### src/rtl/ex_mem_pipe_pkg.sv
// Shared definitions for the EX/MEM pipeline register: halt sequencer state
// encodings and the branch condition select codes carried on branch_op.
package ex_mem_pipe_pkg;

  typedef enum logic [1:0] {
    HS_RUN  = 2'b00,
    HS_PEND = 2'b01,
    HS_DONE = 2'b10
  } halt_state_e;

  typedef enum logic [1:0] {
    BR_EQ = 2'b00,
    BR_NE = 2'b01,
    BR_LT = 2'b10,
    BR_GE = 2'b11
  } branch_op_e;

endpackage

### src/rtl/ex_mem_pipe_reg_en.sv
// Generic pipeline register slice: synchronous active-low reset, a
// synchronous clear that loads zeros (bubble), and a load enable. When
// neither clear nor enable is set the slice holds its contents.
module pipe_reg_en #(
  parameter int W = 8
) (
  input  logic         clk,
  input  logic         rst,
  input  logic         clr,
  input  logic         en,
  input  logic [W-1:0] d,
  output logic [W-1:0] q
);

  // Reset beats clear, clear beats load, otherwise hold.
  always_ff @(posedge clk) begin
    if (!rst) begin
      q <= '0;
    end else if (clr) begin
      q <= '0;
    end else if (en) begin
      q <= d;
    end
  end

endmodule

### src/rtl/ex_mem_pipe.sv
// EX/MEM pipeline register of the 16-bit core. Captures execute-stage
// results and control, supports stall (hold) and flush (bubble), and runs a
// halt sequencer so the memory stage sees exactly one halt request before
// the pipe locks into a bubble-only HALTED state until reset.
module ex_mem_pipe
  import ex_mem_pipe_pkg::*;
#(
  parameter int DW = 16,
  parameter int RW = 3
) (
  input  logic          clk,
  input  logic          rst,
  input  logic          stall,
  input  logic          flush,
  input  logic          valid_in,
  input  logic          zero_in,
  input  logic          ltz_in,
  input  logic          branch_in,
  input  logic [1:0]    branch_op_in,
  input  logic [DW-1:0] branch_addr_in,
  input  logic [DW-1:0] pc_in,
  input  logic          mem_read_in,
  input  logic          mem_write_in,
  input  logic [DW-1:0] alu_result_in,
  input  logic [DW-1:0] write_data_in,
  input  logic          reg_write_in,
  input  logic [RW-1:0] write_reg_in,
  input  logic          mem_to_reg_in,
  input  logic          halt_in,
  output logic          valid,
  output logic          zero,
  output logic          ltz,
  output logic          branch,
  output logic [1:0]    branch_op,
  output logic [DW-1:0] branch_addr,
  output logic [DW-1:0] pc,
  output logic          mem_read,
  output logic          mem_write,
  output logic [DW-1:0] alu_result,
  output logic [DW-1:0] write_data,
  output logic          reg_write,
  output logic [RW-1:0] write_reg,
  output logic          mem_to_reg,
  output logic          halt,
  output logic          halted
);

  localparam int CTRL_W = 9 + RW;

  halt_state_e state;
  logic        load_en;
  logic        clear;
  logic [CTRL_W-1:0] ctrl_d;
  logic [CTRL_W-1:0] ctrl_q;
  logic [1:0]        flag_d;
  logic [1:0]        flag_q;

  // Decide per edge whether the register slices load, clear to a bubble, or
  // hold. A latched HALT cannot be flushed; only a stall delays its drain.
  always_comb begin
    load_en = 1'b0;
    clear   = 1'b0;
    unique case (state)
      HS_RUN: begin
        if (flush) begin
          clear = 1'b1;
        end else if (!stall) begin
          if (valid_in) begin
            load_en = 1'b1;
          end else begin
            clear = 1'b1;
          end
        end
      end
      HS_PEND: clear = !stall;
      HS_DONE: clear = 1'b1;
      default: clear = 1'b1;
    endcase
  end

  // Halt sequencer: RUN -> PEND when a valid HALT is loaded, PEND -> DONE
  // on the next un-stalled edge, DONE holds until reset.
  always_ff @(posedge clk) begin
    if (!rst) begin
      state <= HS_RUN;
    end else begin
      unique case (state)
        HS_RUN: begin
          if (!flush && !stall && valid_in && halt_in) begin
            state <= HS_PEND;
          end
        end
        HS_PEND: begin
          if (!stall) begin
            state <= HS_DONE;
          end
        end
        HS_DONE: state <= HS_DONE;
        default: state <= HS_RUN;
      endcase
    end
  end

  assign halted = (state == HS_DONE);

  assign ctrl_d = {valid_in, branch_in, mem_read_in, mem_write_in, reg_write_in,
                   mem_to_reg_in, halt_in, branch_op_in, write_reg_in};
  assign {valid, branch, mem_read, mem_write, reg_write,
          mem_to_reg, halt, branch_op, write_reg} = ctrl_q;

  assign flag_d = {zero_in, ltz_in};
  assign {zero, ltz} = flag_q;

  pipe_reg_en #(.W(CTRL_W)) u_ctrl (
    .clk(clk), .rst(rst), .clr(clear), .en(load_en), .d(ctrl_d), .q(ctrl_q)
  );

  pipe_reg_en #(.W(2)) u_flags (
    .clk(clk), .rst(rst), .clr(clear), .en(load_en), .d(flag_d), .q(flag_q)
  );

  pipe_reg_en #(.W(DW)) u_branch_addr (
    .clk(clk), .rst(rst), .clr(clear), .en(load_en), .d(branch_addr_in), .q(branch_addr)
  );

  pipe_reg_en #(.W(DW)) u_pc (
    .clk(clk), .rst(rst), .clr(clear), .en(load_en), .d(pc_in), .q(pc)
  );

  pipe_reg_en #(.W(DW)) u_alu_result (
    .clk(clk), .rst(rst), .clr(clear), .en(load_en), .d(alu_result_in), .q(alu_result)
  );

  pipe_reg_en #(.W(DW)) u_write_data (
    .clk(clk), .rst(rst), .clr(clear), .en(load_en), .d(write_data_in), .q(write_data)
  );

endmodule

### config.mk
export PLATFORM = sky130hd
export DESIGN_NAME = ex_mem_pipe
export DESIGN_NICKNAME = d
export VERILOG_FILES = /design/src/rtl/ex_mem_pipe_pkg.sv /design/src/rtl/ex_mem_pipe_reg_en.sv /design/src/rtl/ex_mem_pipe.sv
export SDC_FILE = /design/constraint.sdc
export NUM_CORES = 1
export LEC_CHECK = 0
export BUFFER_PORTS_ARGS = -buffer_cell sky130_fd_sc_hd__buf_4
export CAP_MARGIN = 30
export CORE_UTILIZATION = 45
export CTS_CLUSTER_SIZE = 28
export DETAILED_ROUTE_END_ITERATION = 10
export GPL_ROUTABILITY_DRIVEN = 0
export PLACE_DENSITY_LB_ADDON = 0.2
export SETUP_SLACK_MARGIN = 0.5
export SLEW_MARGIN = 30
export SYNTH_ARGS = -nofsm -noshare
export SYNTH_HDL_FRONTEND = slang
export SYNTH_SLANG_ARGS = --single-unit
### constraint.sdc
create_clock -name clk -period 2.1 [get_ports clk]
set_input_delay 0.42 -clock clk [delete_from_list [all_inputs] [get_ports clk]]
set_output_delay 0.42 -clock clk [all_outputs]
set_load 0.1 [all_outputs]
==> results_dict.tcl <==
set metrics [dict create \
    outcome "finished, violations left" \
    violations "DRC" \
    max_freq_mhz 626 \
    synth_seq_cells 80 \
    slew_violations 0 \
    dp.cells 498 \
    ant_nets 0 \
    areaGrowthSynthToFinish_pct 59.9 \
    clockBufferDepth 2 \
    die_y_um 84.4 \
    cts_buffers 9 \
    cp.required_ns 2.31 \
    synth_most_common_cell "dfxtp_1" \
    fin_ws_ns 0.502 \
    seqPwrFrac_pct 47.3 \
    dp.final_hpwl_um 5260 \
    grt_pass1_vias 2604 \
    max-cap-violations 0 \
    clkPwrFrac_pct 38.3 \
    drt_iter0_markers 114 \
    pin_count 161 \
    syn_inst 279 \
    critical_path.max_fanout 5 \
    end_kind "flop" \
    period_needed_ns 1.60 \
    ys_async_sr_fraction_pct 0 \
    fp-row-count 29 \
    port-buffer-count 160 \
    crit_arrival_ns 1.81 \
    power_density_nw_per_um2 668 \
    tightestPinTransition_ns 0.362 \
    post-route-period-util_pct 76.1 \
    busiest_layer "met2" \
    insertion_delay_ns 0.33 \
    dieWidth_um 84.4 \
    multiInputGateArea_um2 1330 \
    cts_tree "done" \
    synth_top_area_cell "dfxtp_1" \
    ys_top_cells_by_area "dfxtp_1 52%, mux2i_1 26%, a21oi_1 13%, buf_4 1.5%, clkbuf_1 1.5%" \
    use_met1_pct 25.4 \
    cp.buffers_inverters 4 \
    report.final.hold_viol_count 0 \
    regArea_um2 1600 \
    netSwitchingFraction_pct 23.8 \
    clk_pin_slew_ns 0.08 \
    grt_usage_pct 21.7 \
    via_per_inst 5.15 \
    first_pass_iters 7 \
    fin_worst_skew_ns 0.00533 \
    core_area_um2 6460 \
    syn-num-nets 364 \
    antenna_found_initial 0 \
    crit_slowest_cell "dfxtp_2" \
    ys_seq_area_share_pct 52.4 \
    synth_flop_cell "dfxtp_1" \
    die-area_um2 7120 \
    crit_family "buffers and inverters" \
    setup_violations 0 \
    peakVddDrop_v 0.000493 \
    grt_pass1_wl_um 12300 \
    cp_common_cell "buf_12" \
    rsz0062_at_grt "yes" \
    clock-sinks 80 \
    grt-ovfl-total 0 \
    route.detailed.drc 8 \
    wl_um 8180 \
    ys_types 18 \
    met2_usage_pct 39.0 \
    netlist.area_leader.share_pct 52.4 \
    cts_root_buf "clkbuf_8" \
    p_comb_share_pct 14.4 \
    fillers 475 \
    start_util_pct 47.3 \
    synth_edf_count 0 \
    postCtsHoldBufs 0 \
    preCtsSetupSlack_ns 0.292 \
    p_int_uw 2490 \
    met3_usage_pct 5.31 \
    crit_type "reg -> reg" \
    n_antenna_cell 0 \
    synth.avg_cell_area_um2 11.0 \
    yosys-top-cells-count "80 x dfxtp_1, 79 x a21oi_1, 78 x mux2i_1, 12 x clkbuf_1, 6 x buf_4" \
    cp_slowest_stage_delay_ns 0.33 \
    vias 2718 \
    hold_class "in -> reg" \
    synth_area_um2 3060 \
    path_cells "inv_2, ha_4, and4bb_4, buf_12, buf_12, clkbuf_16, mux2i_1, a21oi_1" \
    nets 532 \
    start_kind "flop" \
    synth_warnings 0 \
    setup-tns-final_ns 0 \
    layout-drive-gt1-share_pct 45.5 \
    wl_per_cell_um 15.5 \
    h-tree-depth 3 \
    instances_no_fill 528 \
    power.switching_uw 777 \
    max_slew_margin_pct 75.9 \
    power_leakage_uw 0.00203 \
    grt_max_degree 54 \
]
state kept, by name (all words and copies together), names as in the netlist:
name / flops
u_alu_result.q: 16
u_pc.q: 16
u_branch_addr.q: 16
u_write_data.q: 16
u_flags.q: 2
state: 2
u_ctrl.q: 12
cell families (layout without fill, tap and decap cells):
family	Yosys count	after routing	share of synthesized area, %
flops	80	80	52.4
buf+inv	28	200	5.32
fa+ha+maj	3	3	1.23
compound gates	82	82	13.8
mux	78	78	25.6
simple gates	8	8	1.64
path summary, 6_finish.rpt:
path,start,endpoint,slack [ns],cells past startpoint
setup / recovery,state[0]$_SDFFE_PN0P_,u_pc.q[0]$_SDFFE_PP0P_,0.50,8
hold / removal,write_reg_in[0],u_ctrl.q[0]$_SDFFE_PP0P_,0.34,3
setup reg to reg,state[0]$_SDFFE_PN0P_,u_pc.q[0]$_SDFFE_PP0P_,0.50,8
hold reg to reg,state[1]$_SDFFE_PN0P_,state[1]$_SDFFE_PN0P_,0.49,2
layout by cell type (no fill, tap or decap), drive strengths merged, types with 2 or more instances in the layout:
cell and count:
buf 179, dfxtp 80, a21oi 79, mux2i 78
clkbuf 15, inv 3, ha 3, nor2 2
a31oi 2, nand2 2, bufinv 2
worst reg2reg max path, delay by kind of cell (launching register included):
| family | cells | cell delay (ns) |
|---|---|---|
| buf+inv | 4 | 0.44 |
| flops | 1 | 0.33 |
| simple gates | 1 | 0.31 |
| mux | 1 | 0.20 |
| fa+ha+maj | 1 | 0.13 |
| compound gates | 1 | 0.06 |
layer usage:
layer	routed length (um)	part of all wire, %
met5	0	0
met4	126	1.5
met3	483	5.9
met2	4210	51
met1	3360	41
power by group through the flow:
| stage | combinational (uW) | sequential (uW) | clock [uW] |
|---|---|---|---|
| after floorplan | 129 | 1690 | 0 |
| after global placement | 405 | 1580 | 0 |
| after detailed placement | 411 | 1580 | 0 |
| after CTS | 449 | 1540 | 1270 |
| after global routing | 494 | 1540 | 1330 |
| final | 471 | 1540 | 1250 |
stage by stage:
step	power [uW]	hold WS, ns	instance area, um^2	util [%]
after floorplan	1820	0.455	3060	-
after global placement	1980	0.467	4320	66.9
after detailed placement	1990	0.488	4320	66.9
after CTS	3260	0.339	4760	73.6
after global routing	3370	0.337	4890	75.6
final	3260	0.344	4890	75.6
final cells by class:
| cell class | count | area share, % |
|---|---|---|
| Inverter | 3 | 0.230 |
| Timing Repair Buffer | 182 | 33.3 |
| Clock buffer | 12 | 3.18 |
| Sequential cell | 80 | 32.8 |
| Multi-Input combinational cell | 171 | 27.1 |
| Tap cell | 77 | 1.97 |
| Clock inverter | 3 | 1.33 |
repair_timing:
action,CTS,global route
gates cloned,3,3
pin swaps,2,1
buffers inserted,7,2
resized for setup,11,8
setup endpoints to repair,71,43
Note: power is estimated with default switching activity, not from simulation.
